## src/rtl/alu_cmd_sequencer_if.sv

```systemverilog
// ---------------------------------------------------------------------------
// alu_cmd_sequencer_if
//
// Bundles the three buses around the ALU command sequencer:
//   command  : cmd_valid / cmd_ready plus cmd_op, cmd_dst, cmd_srca, cmd_srcb,
//              cmd_imm_en, cmd_imm            (producer -> sequencer)
//   ALU      : alu_c, alu_a, alu_b            (sequencer -> ALU)
//              alu_s, alu_cout                (ALU -> sequencer)
//   response : rsp_valid / rsp_ready plus rsp_data, rsp_cout, rsp_err
//              (sequencer -> consumer)
//
// Modports:
//   slave  : the sequencer itself
//   master : the surrounding system (command producer, ALU, response consumer)
// ---------------------------------------------------------------------------
interface alu_cmd_sequencer_if #(
  parameter int WIDTH = 8
);

  logic             cmd_valid;
  logic             cmd_ready;
  logic [3:0]       cmd_op;
  logic [1:0]       cmd_dst;
  logic [1:0]       cmd_srca;
  logic [1:0]       cmd_srcb;
  logic             cmd_imm_en;
  logic [WIDTH-1:0] cmd_imm;

  logic [3:0]       alu_c;
  logic [WIDTH-1:0] alu_a;
  logic [WIDTH-1:0] alu_b;
  logic [WIDTH-1:0] alu_s;
  logic             alu_cout;

  logic             rsp_valid;
  logic             rsp_ready;
  logic [WIDTH-1:0] rsp_data;
  logic             rsp_cout;
  logic             rsp_err;

  modport slave (
    input  cmd_valid, cmd_op, cmd_dst, cmd_srca, cmd_srcb, cmd_imm_en, cmd_imm,
    output cmd_ready,
    output alu_c, alu_a, alu_b,
    input  alu_s, alu_cout,
    output rsp_valid, rsp_data, rsp_cout, rsp_err,
    input  rsp_ready
  );

  modport master (
    output cmd_valid, cmd_op, cmd_dst, cmd_srca, cmd_srcb, cmd_imm_en, cmd_imm,
    input  cmd_ready,
    input  alu_c, alu_a, alu_b,
    output alu_s, alu_cout,
    input  rsp_valid, rsp_data, rsp_cout, rsp_err,
    output rsp_ready
  );

endinterface

```

## src/rtl/alu_cmd_sequencer.sv

```systemverilog
// ---------------------------------------------------------------------------
// alu_cmd_sequencer
//
// Sequencer placed directly upstream of the 8-bit ALU. Takes one register-level
// command at a time, reads its operands from a 4 x 8 register file, presents
// them to the ALU, captures the result and carry, writes the result back and
// returns a response.
//
// Ports:
//   clk        : single clock, rising edge
//   rst_n      : synchronous active-low reset
//   bus        : alu_cmd_sequencer_if.slave (command, ALU and response buses)
//   dbg_state  : current FSM state (IDLE=0, ISSUE=1, CAPTURE=2, RESP=3)
//   dbg_rf     : register file contents, rf[i] at dbg_rf[i*WIDTH +: WIDTH]
//
// Handshakes (both buses): a transfer happens at a rising edge where valid and
// ready are both 1. The sender holds valid and its payload stable until that
// edge; ready may be asserted independently of valid.
//
// Build option:
//   ALU_SEQ_IMM_EN defined   : cmd_imm_en selects cmd_imm as ALU operand B.
//   ALU_SEQ_IMM_EN undefined : operand B is always rf[srcb]; cmd_imm only
//                              feeds LOAD.
//
// Opcodes: 0000 LOAD immediate (bypasses the ALU), 0001-0100 arithmetic
// (carry reported), 0110/0111 min/max, 1000-1101 shifts/rotates,
// 0101/1110/1111 illegal (no writeback, rsp_err=1).
// ---------------------------------------------------------------------------
module alu_cmd_sequencer #(
  parameter int NREGS = 4,
  parameter int WIDTH = 8
) (
  input  logic                   clk,
  input  logic                   rst_n,
  alu_cmd_sequencer_if.slave     bus,
  output logic [1:0]             dbg_state,
  output logic [NREGS*WIDTH-1:0] dbg_rf
);

  localparam logic [1:0] IDLE    = 2'd0;
  localparam logic [1:0] ISSUE   = 2'd1;
  localparam logic [1:0] CAPTURE = 2'd2;
  localparam logic [1:0] RESP    = 2'd3;

  localparam logic [3:0] OP_LOAD = 4'b0000;

  logic [1:0]       state;
  logic [WIDTH-1:0] rf [NREGS];

  // Command fields latched at accept; operands are read at accept too, which
  // is the last point before ISSUE and sees the pre-command register values.
  logic [3:0]       op_q;
  logic [1:0]       dst_q;
  logic [WIDTH-1:0] imm_q;

  logic [WIDTH-1:0] cap_s;
  logic             cap_cout;

  logic [3:0]       alu_c_q;
  logic [WIDTH-1:0] alu_a_q;
  logic [WIDTH-1:0] alu_b_q;

  logic [WIDTH-1:0] rsp_data_q;
  logic             rsp_cout_q;
  logic             rsp_err_q;

  logic [WIDTH-1:0] opnd_b;

  function automatic logic is_illegal(input logic [3:0] op);
    return (op == 4'b0101) || (op == 4'b1110) || (op == 4'b1111);
  endfunction

  // Only add/inc/sub/dec produce a meaningful carry; for every other op the
  // ALU's cout is whatever it was left at and must not leak out.
  function automatic logic is_arith(input logic [3:0] op);
    return (op == 4'b0001) || (op == 4'b0010) || (op == 4'b0011) || (op == 4'b0100);
  endfunction

`ifdef ALU_SEQ_IMM_EN
  always_comb begin
    opnd_b = bus.cmd_imm_en ? bus.cmd_imm : rf[bus.cmd_srcb];
  end
`else
  always_comb begin
    opnd_b = rf[bus.cmd_srcb];
  end

  // cmd_imm_en has no effect in this build.
  logic unused_imm_en;
  assign unused_imm_en = bus.cmd_imm_en;
`endif

  always_ff @(posedge clk) begin
    if (!rst_n) begin
      state      <= IDLE;
      op_q       <= '0;
      dst_q      <= '0;
      imm_q      <= '0;
      cap_s      <= '0;
      cap_cout   <= 1'b0;
      alu_c_q    <= '0;
      alu_a_q    <= '0;
      alu_b_q    <= '0;
      rsp_data_q <= '0;
      rsp_cout_q <= 1'b0;
      rsp_err_q  <= 1'b0;
      for (int i = 0; i < NREGS; i++) begin
        rf[i] <= '0;
      end
    end else begin
      case (state)
        IDLE: begin
          if (bus.cmd_valid) begin
            op_q  <= bus.cmd_op;
            dst_q <= bus.cmd_dst;
            imm_q <= bus.cmd_imm;
            state <= ISSUE;
            // LOAD and illegal ops never drive the ALU.
            if (bus.cmd_op != OP_LOAD && !is_illegal(bus.cmd_op)) begin
              alu_c_q <= bus.cmd_op;
              alu_a_q <= rf[bus.cmd_srca];
              alu_b_q <= opnd_b;
            end else begin
              alu_c_q <= '0;
              alu_a_q <= '0;
              alu_b_q <= '0;
            end
          end
        end

        ISSUE: begin
          cap_s    <= bus.alu_s;
          cap_cout <= bus.alu_cout;
          state    <= CAPTURE;
        end

        CAPTURE: begin
          if (op_q == OP_LOAD) begin
            rf[dst_q]  <= imm_q;
            rsp_data_q <= imm_q;
            rsp_cout_q <= 1'b0;
            rsp_err_q  <= 1'b0;
          end else if (is_illegal(op_q)) begin
            rsp_data_q <= '0;
            rsp_cout_q <= 1'b0;
            rsp_err_q  <= 1'b1;
          end else begin
            rf[dst_q]  <= cap_s;
            rsp_data_q <= cap_s;
            rsp_cout_q <= is_arith(op_q) ? cap_cout : 1'b0;
            rsp_err_q  <= 1'b0;
          end
          state <= RESP;
        end

        RESP: begin
          if (bus.rsp_ready) begin
            state   <= IDLE;
            alu_c_q <= '0;
            alu_a_q <= '0;
            alu_b_q <= '0;
          end
        end

        default: state <= IDLE;
      endcase
    end
  end

  assign bus.cmd_ready = (state == IDLE);
  assign bus.rsp_valid = (state == RESP);
  assign bus.rsp_data  = rsp_data_q;
  assign bus.rsp_cout  = rsp_cout_q;
  assign bus.rsp_err   = rsp_err_q;
  assign bus.alu_c     = alu_c_q;
  assign bus.alu_a     = alu_a_q;
  assign bus.alu_b     = alu_b_q;

  assign dbg_state = state;

  always_comb begin
    dbg_rf = '0;
    for (int i = 0; i < NREGS; i++) begin
      dbg_rf[i*WIDTH +: WIDTH] = rf[i];
    end
  end

endmodule

```

## src/flat_wrapper.sv

```systemverilog
// flat-port wrapper written by rule: the top's interface ports become plain ports
module alu_cmd_sequencer_flat 
#(
  parameter int NREGS = 4,
  parameter int WIDTH = 8
)
  (clk, rst_n, dbg_state, dbg_rf, bus_cmd_valid, bus_cmd_op, bus_cmd_dst, bus_cmd_srca, bus_cmd_srcb, bus_cmd_imm_en, bus_cmd_imm, bus_cmd_ready, bus_alu_c, bus_alu_a, bus_alu_b, bus_alu_s, bus_alu_cout, bus_rsp_valid, bus_rsp_data, bus_rsp_cout, bus_rsp_err, bus_rsp_ready);
  alu_cmd_sequencer_if #(.WIDTH(WIDTH)) bus_i ();
  input  logic clk;
  input  logic rst_n;
  output logic [1:0] dbg_state;
  output logic [NREGS*WIDTH-1:0] dbg_rf;
  input wire logic [$bits(bus_i.cmd_valid)-1:0] bus_cmd_valid;
  input wire logic [$bits(bus_i.cmd_op)-1:0] bus_cmd_op;
  input wire logic [$bits(bus_i.cmd_dst)-1:0] bus_cmd_dst;
  input wire logic [$bits(bus_i.cmd_srca)-1:0] bus_cmd_srca;
  input wire logic [$bits(bus_i.cmd_srcb)-1:0] bus_cmd_srcb;
  input wire logic [$bits(bus_i.cmd_imm_en)-1:0] bus_cmd_imm_en;
  input wire logic [$bits(bus_i.cmd_imm)-1:0] bus_cmd_imm;
  output wire logic [$bits(bus_i.cmd_ready)-1:0] bus_cmd_ready;
  output wire logic [$bits(bus_i.alu_c)-1:0] bus_alu_c;
  output wire logic [$bits(bus_i.alu_a)-1:0] bus_alu_a;
  output wire logic [$bits(bus_i.alu_b)-1:0] bus_alu_b;
  input wire logic [$bits(bus_i.alu_s)-1:0] bus_alu_s;
  input wire logic [$bits(bus_i.alu_cout)-1:0] bus_alu_cout;
  output wire logic [$bits(bus_i.rsp_valid)-1:0] bus_rsp_valid;
  output wire logic [$bits(bus_i.rsp_data)-1:0] bus_rsp_data;
  output wire logic [$bits(bus_i.rsp_cout)-1:0] bus_rsp_cout;
  output wire logic [$bits(bus_i.rsp_err)-1:0] bus_rsp_err;
  input wire logic [$bits(bus_i.rsp_ready)-1:0] bus_rsp_ready;
  assign bus_i.cmd_valid = bus_cmd_valid;
  assign bus_i.cmd_op = bus_cmd_op;
  assign bus_i.cmd_dst = bus_cmd_dst;
  assign bus_i.cmd_srca = bus_cmd_srca;
  assign bus_i.cmd_srcb = bus_cmd_srcb;
  assign bus_i.cmd_imm_en = bus_cmd_imm_en;
  assign bus_i.cmd_imm = bus_cmd_imm;
  assign bus_cmd_ready = bus_i.cmd_ready;
  assign bus_alu_c = bus_i.alu_c;
  assign bus_alu_a = bus_i.alu_a;
  assign bus_alu_b = bus_i.alu_b;
  assign bus_i.alu_s = bus_alu_s;
  assign bus_i.alu_cout = bus_alu_cout;
  assign bus_rsp_valid = bus_i.rsp_valid;
  assign bus_rsp_data = bus_i.rsp_data;
  assign bus_rsp_cout = bus_i.rsp_cout;
  assign bus_rsp_err = bus_i.rsp_err;
  assign bus_i.rsp_ready = bus_rsp_ready;
  alu_cmd_sequencer #(.NREGS(NREGS), .WIDTH(WIDTH)) u_core (.clk(clk), .rst_n(rst_n), .bus(bus_i), .dbg_state(dbg_state), .dbg_rf(dbg_rf));
endmodule
```

## config.mk

```make
export PLATFORM = sky130hd
export DESIGN_NAME = alu_cmd_sequencer_flat
export DESIGN_NICKNAME = d
export VERILOG_FILES = /design/src/rtl/alu_cmd_sequencer_if.sv /design/src/rtl/alu_cmd_sequencer.sv /design/src/flat_wrapper.sv
export SDC_FILE = /design/constraint.sdc
export NUM_CORES = 1
export LEC_CHECK = 0
export BUFFER_PORTS_ARGS = -buffer_cell sky130_fd_sc_hd__buf_4
export CAP_MARGIN = 0
export CORE_UTILIZATION = 48
export CTS_CLUSTER_DIAMETER = 30
export DETAILED_ROUTE_END_ITERATION = 7
export PLACE_DENSITY = 0.84
export SLEW_MARGIN = 25
export SYNTH_ARGS = -nofsm -noshare
export SYNTH_HDL_FRONTEND = slang
export SYNTH_SLANG_ARGS = --single-unit
```

## constraint.sdc

```tcl
create_clock -name clk -period 2.1 [get_ports clk]
set_input_delay 0.105 -clock clk [delete_from_list [all_inputs] [get_ports clk]]
set_output_delay 0.105 -clock clk [all_outputs]
set_load 0.05 [all_outputs]
```

==> results.sh <==
export IMPL_rows=32
export IMPL_routedWlPerCell_um=17.4
export IMPL_hpwl_um=7140
export IMPL_synth_xor_area_share_pct=0.664
export IMPL_netlist_area_leader_share_pct=27.8
export IMPL_synthMuxAreaShare_pct=13.4
export IMPL_worstMarginPinSlew_ns=0.598
export IMPL_ant_nets=0
export IMPL_grt_pass1_wl_um=15500
export IMPL_crit_fanout=8
export IMPL_synth_net_count=393
export IMPL_totalNegativeSetupSlack_ns=0
export IMPL_min_delay_path_class="input port to flop"
export IMPL_initial_core_util_pct=50.4
export IMPL_power_total_uw=5670
export IMPL_setup_viol=0
export IMPL_run_status="completed"
export IMPL_leakagePower_uw=0.00192
export IMPL_synthesis_area_um2=3960
export IMPL_synthTopCellsByArea="dfxtp_1, edfxtp_1, mux4_2"
export IMPL_powerDensity_nw_per_um2=1120
export IMPL_slew_headroom_pct=60.1
export IMPL_fmax_ghz=0.504
export IMPL_cts_hold_buf=0
export IMPL_fin_cells=560
export IMPL_place_congestion=0.914
export IMPL_synth_top_family_by_area="simple AND/OR/NAND/NOR gates"
export IMPL_route_detailed_drc=0
export IMPL_crit_required_ns=2.19
export IMPL_clk_latency_ns=0.35
export IMPL_ctsHtreeMaxLevel=3
export IMPL_drt_pass1_iterations=4
export IMPL_synth_common_cells="dfxtp_1, nand2_1, nor2b_1"
export IMPL_dp_cells=544
export IMPL_die_h_um=92.8
export IMPL_synthToLayoutAreaGrowth_pct=27.8
export IMPL_seq_area_frac_synth_pct=52.1
export IMPL_clock_sinks=87
export IMPL_hold_viol=0
export IMPL_synth_flop_cell="dfxtp_1"
export IMPL_core_area_um2=7850
export IMPL_clk_path_buf_depth=2
export IMPL_fin_nets=490
export IMPL_synth_most_common_cell="dfxtp_1"
export IMPL_synth_simple_area_share_pct=16.1
export IMPL_vias_per_cell=5.68
export IMPL_io_pins=98
export IMPL_diodes=0
export IMPL_grt_max_degree=60
export IMPL_ir_worst_vdd_mv=0.683
export IMPL_drive_gt1_share_pct=36.0
export IMPL_die_area_um2=8610
export IMPL_rsz0062_at_grt="no"
export IMPL_placed_area_um2=4840
export IMPL_cts_root_buf="clkbuf_8"
export IMPL_grt_antenna_before_repair=0
export IMPL_fin_worst_skew_ns=0.00826
export IMPL_synth_edf_count=32
export IMPL_cp_data_arrival_time_ns=2.08
export IMPL_synth_fa_ha_area_share_pct=1.58
export IMPL_via_count=3181
export IMPL_finalCriticalPeriod_ns=1.98
export IMPL_synth_cells=356
export IMPL_fp_dieW_um=92.8
export IMPL_synth_area_per_cell_um2=11.1
export IMPL_clk_pin_slew_ns=0.08
export IMPL_cap_violations=0
export IMPL_ys_ff_latch=87
export IMPL_numCtsBuffers=9
export IMPL_portBuffers=96
export IMPL_min_period_over_period_pct=94.4
export IMPL_cts_setup_buffers=0
export IMPL_drt_iter0_markers=190
export IMPL_crit_type="flop to flop"
export IMPL_drv_slew=0
export IMPL_synth_area_leader_cell="dfxtp_1"
export IMPL_synthArstFlopShare_pct=0
export IMPL_overflow=0
export IMPL_drt_wl_total_um=9750
export IMPL_synth_cell_types=35
export IMPL_grt_usage_pct=23.7
export IMPL_end_kind="flop"
export IMPL_cts_tree="yes"
export IMPL_startpoint_type="flop"
export IMPL_yosys_warnings=0
export IMPL_grt_pass1_vias=3103
export IMPL_synth_compound_area_share_pct=12.6
export IMPL_postLayoutCellArea_um2=5060
==> per-layer routing <==
metal  global-route usage, %  share of wire [%]  vias to the layer above
met1                    27.7                 39                     1541
met5                       0                  0                        -
li1                        -                  -                     1474
met4                    8.72                1.4                        0
met2                    41.5                 53                      152
met3                    6.08                6.4                       14
==> final timing paths <==
path | slack (ns) | cells past startpoint | startpoint | to
worst max register to register | 0.12 | 7 | u_core.dbg_state[0] | u_core.rf[1][4]
worst max-delay path | 0.12 | 7 | u_core.dbg_state[0] | u_core.rf[1][4]
worst min register to register | 0.46 | 2 | u_core.bus.alu_c[0] | u_core.bus.alu_c[0]
worst min-delay path | 0.01 | 3 | bus_cmd_imm[2] | u_core.imm_q[2]
==> cells by family (layout without fill, tap and decap cells) <==
kind of cell / Yosys count / count (layout)
XOR/XNOR: 3 / 3
AO/OA/AOI/OAI: 68 / 68
flip-flops: 87 / 87
multiplexers: 33 / 33
adder cells (fa/ha/maj): 5 / 5
buffers and inverters: 30 / 132
AND/OR/NAND/NOR: 130 / 130
==> sequential cells by signal, summed over array words and instances (netlist names), 2 cells and up <==
name	flops
u_core.rf	32
u_core.bus.alu_a	8
u_core.op_q	4
u_core.bus.rsp_data	8
u_core.bus.alu_b	8
u_core.bus.alu_c	4
u_core.dst_q	2
u_core.imm_q	8
u_core.cap_s	8
u_core.dbg_state	2
==> repair_timing <==
item	4_1_cts	5_1_grt
hold endpoints to repair	0	0
gates resized for setup	0	4
endpoints found under the setup margin	0	18
==> through the flow <==
| step | util, % | hold WS [ns] | worst slack (ns) |
|---|---|---|---|
| 2_1_floorplan | - | 0.250 | 0.0153 |
| 3_3_place_gp | 61.6 | 0.366 | 0.197 |
| 3_5_place_dp | 61.6 | 0.372 | 0.109 |
| 4_1_cts | 64.2 | 0.000317 | 0.0591 |
| 5_1_grt | 64.4 | 0.00777 | 0.0579 |
| 6_report | 64.4 | 0.0116 | 0.117 |
==> cell type report <==
type,instances,area [µm²]
timing repair buffer,113,848
clock buffer,14,194
multi-input combinational,239,1800
tap,102,128
sequential,87,2070
fill,647,2790
clock inverter,2,10.0
inverter,3,11.3
==> layout by cell type (no fill, tap or decap), types with 2 or more instances in the layout <==
master and count:
nand3_1 10, mux2i_2 3, xor2_1 2, dfxtp_1 53, a31oi_1 2, clkbuf_8 12, buf_4 113, mux4_2 16
edfxtp_1 32, ha_1 4, mux2i_1 14, nor2_1 28, a32oi_1 16, nor2b_1 33, nor2_2 8, and2_1 3
a21boi_0 26, nand2_1 38, dfxtp_4 2, clkinv_2 2, inv_1 2, a22oi_1 2, a21oi_1 10, o21ai_0 8
==> power breakdown <==
part / internal, µW / leakage (µW) / switching (µW) / total [µW]
clock network: 596 / 0.000108 / 552 / 1150
registers: 2020 / 0.000781 / 221 / 2240
logic: 774 / 0.00104 / 1510 / 2280
total: 3390 / 0.00192 / 2280 / 5670
==> critical path, stage by stage (launching register included) <==
cell and delay (ns):
dfxtp_4 0.37, inv_2 0.09, ha_4 0.14, nand2_1 0.13, a211oi_4 0.26, buf_4 0.25
mux2i_2 0.38, nor2_1 0.10
Note: power is estimated with default switching activity, not from simulation.
